<file path="src/rtl/game_controller_pkg.sv">
// Shared game definitions: FSM state codes, synchronizer default, control-word decode.
// Common to the controller and the datapath so both agree on state numbering.
package game_controller_pkg;

    typedef enum logic [2:0] {
        ST_INIT   = 3'd0,
        ST_SETUP  = 3'd1,
        ST_SEQ    = 3'd2,
        ST_PLAY   = 3'd3,
        ST_CHECK  = 3'd4,
        ST_RESULT = 3'd5
    } state_t;

    localparam int SYNC_STAGES_DEFAULT = 2;

    // Datapath control word; one bit per controller output.
    typedef struct packed {
        logic r1;
        logic r2;
        logic e1;
        logic e2;
        logic e3;
        logic e4;
        logic sel;
    } ctrl_t;

    localparam ctrl_t CTRL_IDLE = '0;

    // Moore decode: anything not named for a state stays low, codes 6/7 included.
    function automatic ctrl_t decode_ctrl(input logic [2:0] st);
        ctrl_t c;
        c = CTRL_IDLE;
        case (st)
            ST_INIT: begin
                c.r1 = 1'b1;
                c.r2 = 1'b1;
            end
            ST_SETUP: begin
                c.e1 = 1'b1;
                c.r2 = 1'b1;
            end
            ST_SEQ: begin
                c.e3 = 1'b1;
                c.r2 = 1'b1;
            end
            ST_PLAY: begin
                c.e2 = 1'b1;
                c.e4 = 1'b1;
            end
            ST_CHECK: begin
                c.r2 = 1'b1;
            end
            ST_RESULT: begin
                c.sel = 1'b1;
            end
            default: c = CTRL_IDLE;
        endcase
        return c;
    endfunction

endpackage

</file>
<file path="src/rtl/game_controller_key_edge.sv">
// Purpose: synchronize the raw active-low enter key and emit one pulse per press.
// Latency: pulse is high SYNC_STAGES+1 cycles after the key falls (registered).
// Backpressure: none; a held key yields a single pulse, release yields nothing.
module key_edge #(
    parameter int SYNC_STAGES = 2
) (
    input  logic clk,
    input  logic rst_n,
    input  logic key_n,
    output logic enter_pulse
);

    logic [SYNC_STAGES-1:0] sync_q;
    logic                   key_q;
    logic                   pulse_q;
    logic                   fall;

    // key_q holds the previous synchronized level; a 1->0 step is a press.
    assign fall = key_q & ~sync_q[SYNC_STAGES-1];

    // Reset loads "released" everywhere so leaving reset can never look like a press.
    always_ff @(posedge clk) begin
        if (!rst_n) begin
            sync_q  <= '1;
            key_q   <= 1'b1;
            pulse_q <= 1'b0;
        end else begin
            sync_q  <= {sync_q[SYNC_STAGES-2:0], key_n};
            key_q   <= sync_q[SYNC_STAGES-1];
            pulse_q <= fall;
        end
    end

    assign enter_pulse = pulse_q;

endmodule

</file>
<file path="src/rtl/game_controller.sv">
// Purpose: Moore FSM sequencing the memory game datapath (setup, show, play, check, result).
// Latency: outputs decode from the state register, so they follow a transition by one edge.
// Backpressure: none; status inputs are sampled only in the state that owns them.
module game_controller
    import game_controller_pkg::*;
#(
    parameter int SYNC_STAGES = SYNC_STAGES_DEFAULT
) (
    input  logic       CLOCK_50,
    input  logic       RESET_N,
    input  logic       KEY_ENTER,
    input  logic       end_FPGA,
    input  logic       end_User,
    input  logic       end_time,
    input  logic       win,
    input  logic       match,
    output logic       R1,
    output logic       R2,
    output logic       E1,
    output logic       E2,
    output logic       E3,
    output logic       E4,
    output logic       SEL,
    output logic [2:0] state
);

    logic       enter_pulse;
    logic [2:0] state_q;
    logic [2:0] state_d;
    ctrl_t      ctrl;

    key_edge #(
        .SYNC_STAGES(SYNC_STAGES)
    ) u_key_edge (
        .clk        (CLOCK_50),
        .rst_n      (RESET_N),
        .key_n      (KEY_ENTER),
        .enter_pulse(enter_pulse)
    );

    always_ff @(posedge CLOCK_50) begin
        if (!RESET_N) begin
            state_q <= ST_INIT;
        end else begin
            state_q <= state_d;
        end
    end

    // Status inputs are already in the CLOCK_50 domain and are used raw.
    always_comb begin
        state_d = state_q;
        case (state_q)
            ST_INIT: begin
                state_d = ST_SETUP;
            end
            ST_SETUP: begin
                if (enter_pulse) state_d = ST_SEQ;
            end
            ST_SEQ: begin
                if (end_FPGA) state_d = ST_PLAY;
            end
            ST_PLAY: begin
                // Timeout outranks a completed entry in the same cycle.
                if (end_time)      state_d = ST_RESULT;
                else if (end_User) state_d = ST_CHECK;
            end
            ST_CHECK: begin
                if (match && !win) state_d = ST_SEQ;
                else               state_d = ST_RESULT;
            end
            ST_RESULT: begin
                if (enter_pulse) state_d = ST_INIT;
            end
            default: begin
                state_d = ST_INIT;
            end
        endcase
    end

    always_comb begin
        ctrl = decode_ctrl(state_q);
    end

    assign R1    = ctrl.r1;
    assign R2    = ctrl.r2;
    assign E1    = ctrl.e1;
    assign E2    = ctrl.e2;
    assign E3    = ctrl.e3;
    assign E4    = ctrl.e4;
    assign SEL   = ctrl.sel;
    assign state = state_q;

endmodule

</file>
<file path="config.mk">
export PLATFORM = sky130hd
export DESIGN_NAME = game_controller
export DESIGN_NICKNAME = d
export VERILOG_FILES = /design/src/rtl/game_controller_pkg.sv /design/src/rtl/game_controller_key_edge.sv /design/src/rtl/game_controller.sv
export SDC_FILE = /design/constraint.sdc
export NUM_CORES = 1
export LEC_CHECK = 0
export ABC_AREA = 1
export CAP_MARGIN = 30
export CORE_AREA = 2 2 39 41
export CTS_CLUSTER_DIAMETER = 50
export CTS_CLUSTER_SIZE = 14
export DETAILED_ROUTE_END_ITERATION = 7
export DIE_AREA = 0 0 41 43
export PLACE_DENSITY = 0.64
export SYNTH_ARGS = -nofsm -noshare
export SYNTH_HDL_FRONTEND = slang
export SYNTH_HIERARCHICAL = 1
export SYNTH_SLANG_ARGS = --single-unit
export TNS_END_PERCENT = 30
</file>
<file path="constraint.sdc">
create_clock -name CLOCK_50 -period 1 [get_ports CLOCK_50]
set_clock_uncertainty 0.05 [all_clocks]
set_input_delay 0.25 -clock CLOCK_50 [delete_from_list [all_inputs] [get_ports CLOCK_50]]
set_output_delay 0.25 -clock CLOCK_50 [all_outputs]
set_load 0.005 [all_outputs]
</file>
==> summary.md <==
| Metric | Value |
|---|---|
| Status | finished with violations |
| Failing checks | negative setup slack |
| Netlist cell types | 16 |
| 1st-pass router iterations | 4 |
| Share of layout cells above drive strength 1 | 0.547 |
| Area Growth Syn to Fin | 93.4% |
| Antenna Diode Count | 0 |
| Final worst setup slack | -0.373 ns |
| Worst EP required | 1.13 ns |
| GRT overflow | 0 |
| Worst Path Max Fanout | 3 |
| Yosys warns | 6 |
| CTS root buffer | clkbuf_4 |
| Die height | 43 µm |
| First-pass GRT wire length | 1950 µm |
| CTS Buf Count | 3 |
| Clock Sink Count | 7 |
| Area fraction of the dominant cell type after synthesis | 0.353 |
| Post-layout min period | 1.37 ns |
| Core area | 1380 µm² |
| Largest net degree at the start of global routing | 7 |
| Launch point of the worst path | state[1] |
| WL/cell | 11.1 µm |
| Hold Path Class | flip-flop to flip-flop |
| H-Tree Depth | 1 |
| 1st-iter DRT viols | 6 |
| Port Buffer Count | 17 |
| Leakage power | 0.430 nW |
| Nets | 104 |
| Max clock buf depth | 2 |
| R2R setup slack | -0.37 ns |
| Worst Max-Slew Pin Slew | 0.209 ns |
| CP Buf/Inv Count | 4 |
| Crit path cell chain | buf_6 > o21ai_2 > nand2_2 > buf_4 > buf_4 > buf_4 > nor2_4 > a21oi_2 > nor2_1 |
| Row cnt | 14 |
| Final setup vio count | 13 |
| Worst R2R End | state[1] |
| WL final | around 1200 µm |
| HPWL after detailed placement | 715 µm |
| Non-Filler Instances | 111 |
| CP startpoint kind | flip-flop |
| Worst path most repeated cell | buf_4 |
| Number of max-cap violations | 0 |
| Vias in the first global route | 492 |
| Clk pin slew, worst setup/hold paths | 0.05 ns |
| Starting density of the core | 0.287 |
| Crit-path max cell delay | 0.35 ns |
| Die area | 1760 µm² |
| Final Hold Fails | 0 |
| CP arrival | between 1.5 and 2 ns |
| Delay-heaviest family, CP | buffers and inverters |
| Pwr dens | 2980 nW/µm² |
| Seq cells post-synth | 7 |
| Die X | 41 µm |
| Fmax | around 730 MHz |
| Top cell type by total area after synthesis | dfxtp_1 |
| Slowest-stage cell, CP | dfxtp_4 |
| Clock Latency Late Sink | 0.25 ns |
| CP endpoint kind | flip-flop |
| CP Class | flip-flop to flip-flop |
| Ports | 18 |
| Synthesized instance count | a little under 60 |
| Final GP Congestion | approximately 0.7 |
| Worst r2r path cells | 9 |
| Syn Area/Cell | 6.72 µm² |
| CP Capture Point | state[1] |
| Via count | just under 500 |
| Dpl cells | 98 |
| Slew Limit Fails | 0 |
| CTS tree | built |
| Via density | 4.48 |
| Post-route ant nets | 0 |
| Worst slew margin | 0.860 |
| Max rail drop VDD | 1.02 mV |
| DR DRC count | 0 |
| Antenna violations before repair | 0 |
| GRT Util Overall | 0.166 |
| Sequential area share after synthesis | 0.353 |
| Post-Place Setup Slack | -0.448 ns |
| Syn_nets | 67 |
| Cells taking the most area after synthesis | dfxtp_1 (35%), inv_1 (11%), nand2_1 (9.5%), nor2_1 (8.5%), nand2_2 (4.7%) |
| Period utilisation layout | 1.37 |
| Synthesized area | 397 µm² |
| Critical path depth in cells | 9 |
| R2r startpoint | state[1] |
| Unrepaired setup endpoints after global routing | yes |
cell usage in the layout (no fill, tap or decap), types with 2 or more instances in the layout:
master            n
buf_4            13
inv_1            11
nor2_1            8
nand2_1           7
clkdlybuf4s50_1   7
buf_2             7
buf_6             7
nand2_2           4
dfxtp_1           4
clkbuf_4          3
dfxtp_4           3
nand2_4           2
nor2_4            2
nor3_2            2
o21ai_2           2
nand3_1           2
a21oi_2           2
worst reg2reg max path: cells and delay by family, from the launching register on:
kind	cells	cell delay, ns
buf+inv	4	0.50
flops	1	0.35
simple gates	3	0.22
compound gates	2	0.19
metal layers:
metal	vias up	global-route usage	routed length [µm]
li1	252	-	-
met1	225	0.153	398
met2	16	0.303	735
met3	4	0.0209	76
met4	0	0.113	23
met5	-	0	0
registers in the layout, summed over array words and instances, names as in the netlist:
name / cells
state: 3
u_key_edge/key_q: 1
u_key_edge/enter_pulse: 1
u_key_edge/sync_q: 2
kinds of logic (layout without fill, tap and decap cells):
| group | after synthesis | after routing | synth area share |
|---|---|---|---|
| buffers and inverters | 15 | 51 | 0.180 |
| DFF | 7 | 7 | 0.353 |
| AOI/OAI and AO/OA | 6 | 6 | 0.0757 |
| and+or+nand+nor | 31 | 31 | 0.391 |
how the worst min path moves through the flow:
stage                                     from                     end  slack [ns]  cells past startpoint
after floorplan                        RESET_N    u_key_edge/sync_q[0]        0.27                      1
after global placement    u_key_edge/sync_q[0]    u_key_edge/sync_q[1]        0.34                      2
after detailed placement  u_key_edge/sync_q[0]    u_key_edge/sync_q[1]        0.36                      2
after CTS                 u_key_edge/sync_q[0]    u_key_edge/sync_q[1]        0.38                      2
after global routing          u_key_edge/key_q  u_key_edge/enter_pulse        0.41                      2
final                     u_key_edge/sync_q[0]    u_key_edge/sync_q[1]        0.37                      2
Yosys cell counts:
| master | instances |
|---|---|
| inv_1 | 12 |
| nand2_1 | 10 |
| nor2_1 | 9 |
| dfxtp_1 | 7 |
| a21oi_1 | 3 |
| nand2_2 | 3 |
| o21ai_0 | 3 |
| buf_4 | 2 |
| nand3_1 | 2 |
| nor3_1 | 2 |
| buf_6 | 1 |
| nand3_2 | 1 |
| nand3b_2 | 1 |
| nand4_1 | 1 |
| nor2_2 | 1 |
| nor2_4 | 1 |
power breakdown:
group          internal (mW)  switching [mW]  leakage (nW)
combinational          0.866           0.689         0.355
sequential             0.377          0.0992        0.0596
clock                  0.152           0.102        0.0150
total                   1.39           0.890         0.430
final cells by class:
| class | count | area, µm² |
|---|---|---|
| Clock buffer | 4 | 26.3 |
| Fill cell | 155 | 617 |
| Inverter | 12 | 47.5 |
| Multi-Input combinational cell | 37 | 235 |
| Sequential cell | 7 | 151 |
| Tap cell | 16 | 20.0 |
| Timing Repair Buffer | 35 | 287 |
timing repair:
action / CTS / global route
resized for setup: 59 / 6
endpoints found under the setup margin: 13 / 13
pin swaps: 6 / 1
setup buffers: 9 / 0
hold buffers: 0 / 0
metrics by stage:
step                hold slack, ns  cell area [µm²]  power, mW  utilization  TNS (ns)
global route                 0.410              767       2.46        0.554     -4.49
floorplan                    0.269              408      0.993            -    -0.122
global placement             0.341              636       1.56        0.459     -4.89
detailed placement           0.359              636       1.58        0.459     -4.96
finish                       0.373              767       2.28        0.554     -3.79
CTS                          0.383              763       2.20        0.552     -3.85
Note: power is estimated with default switching activity, not from simulation.
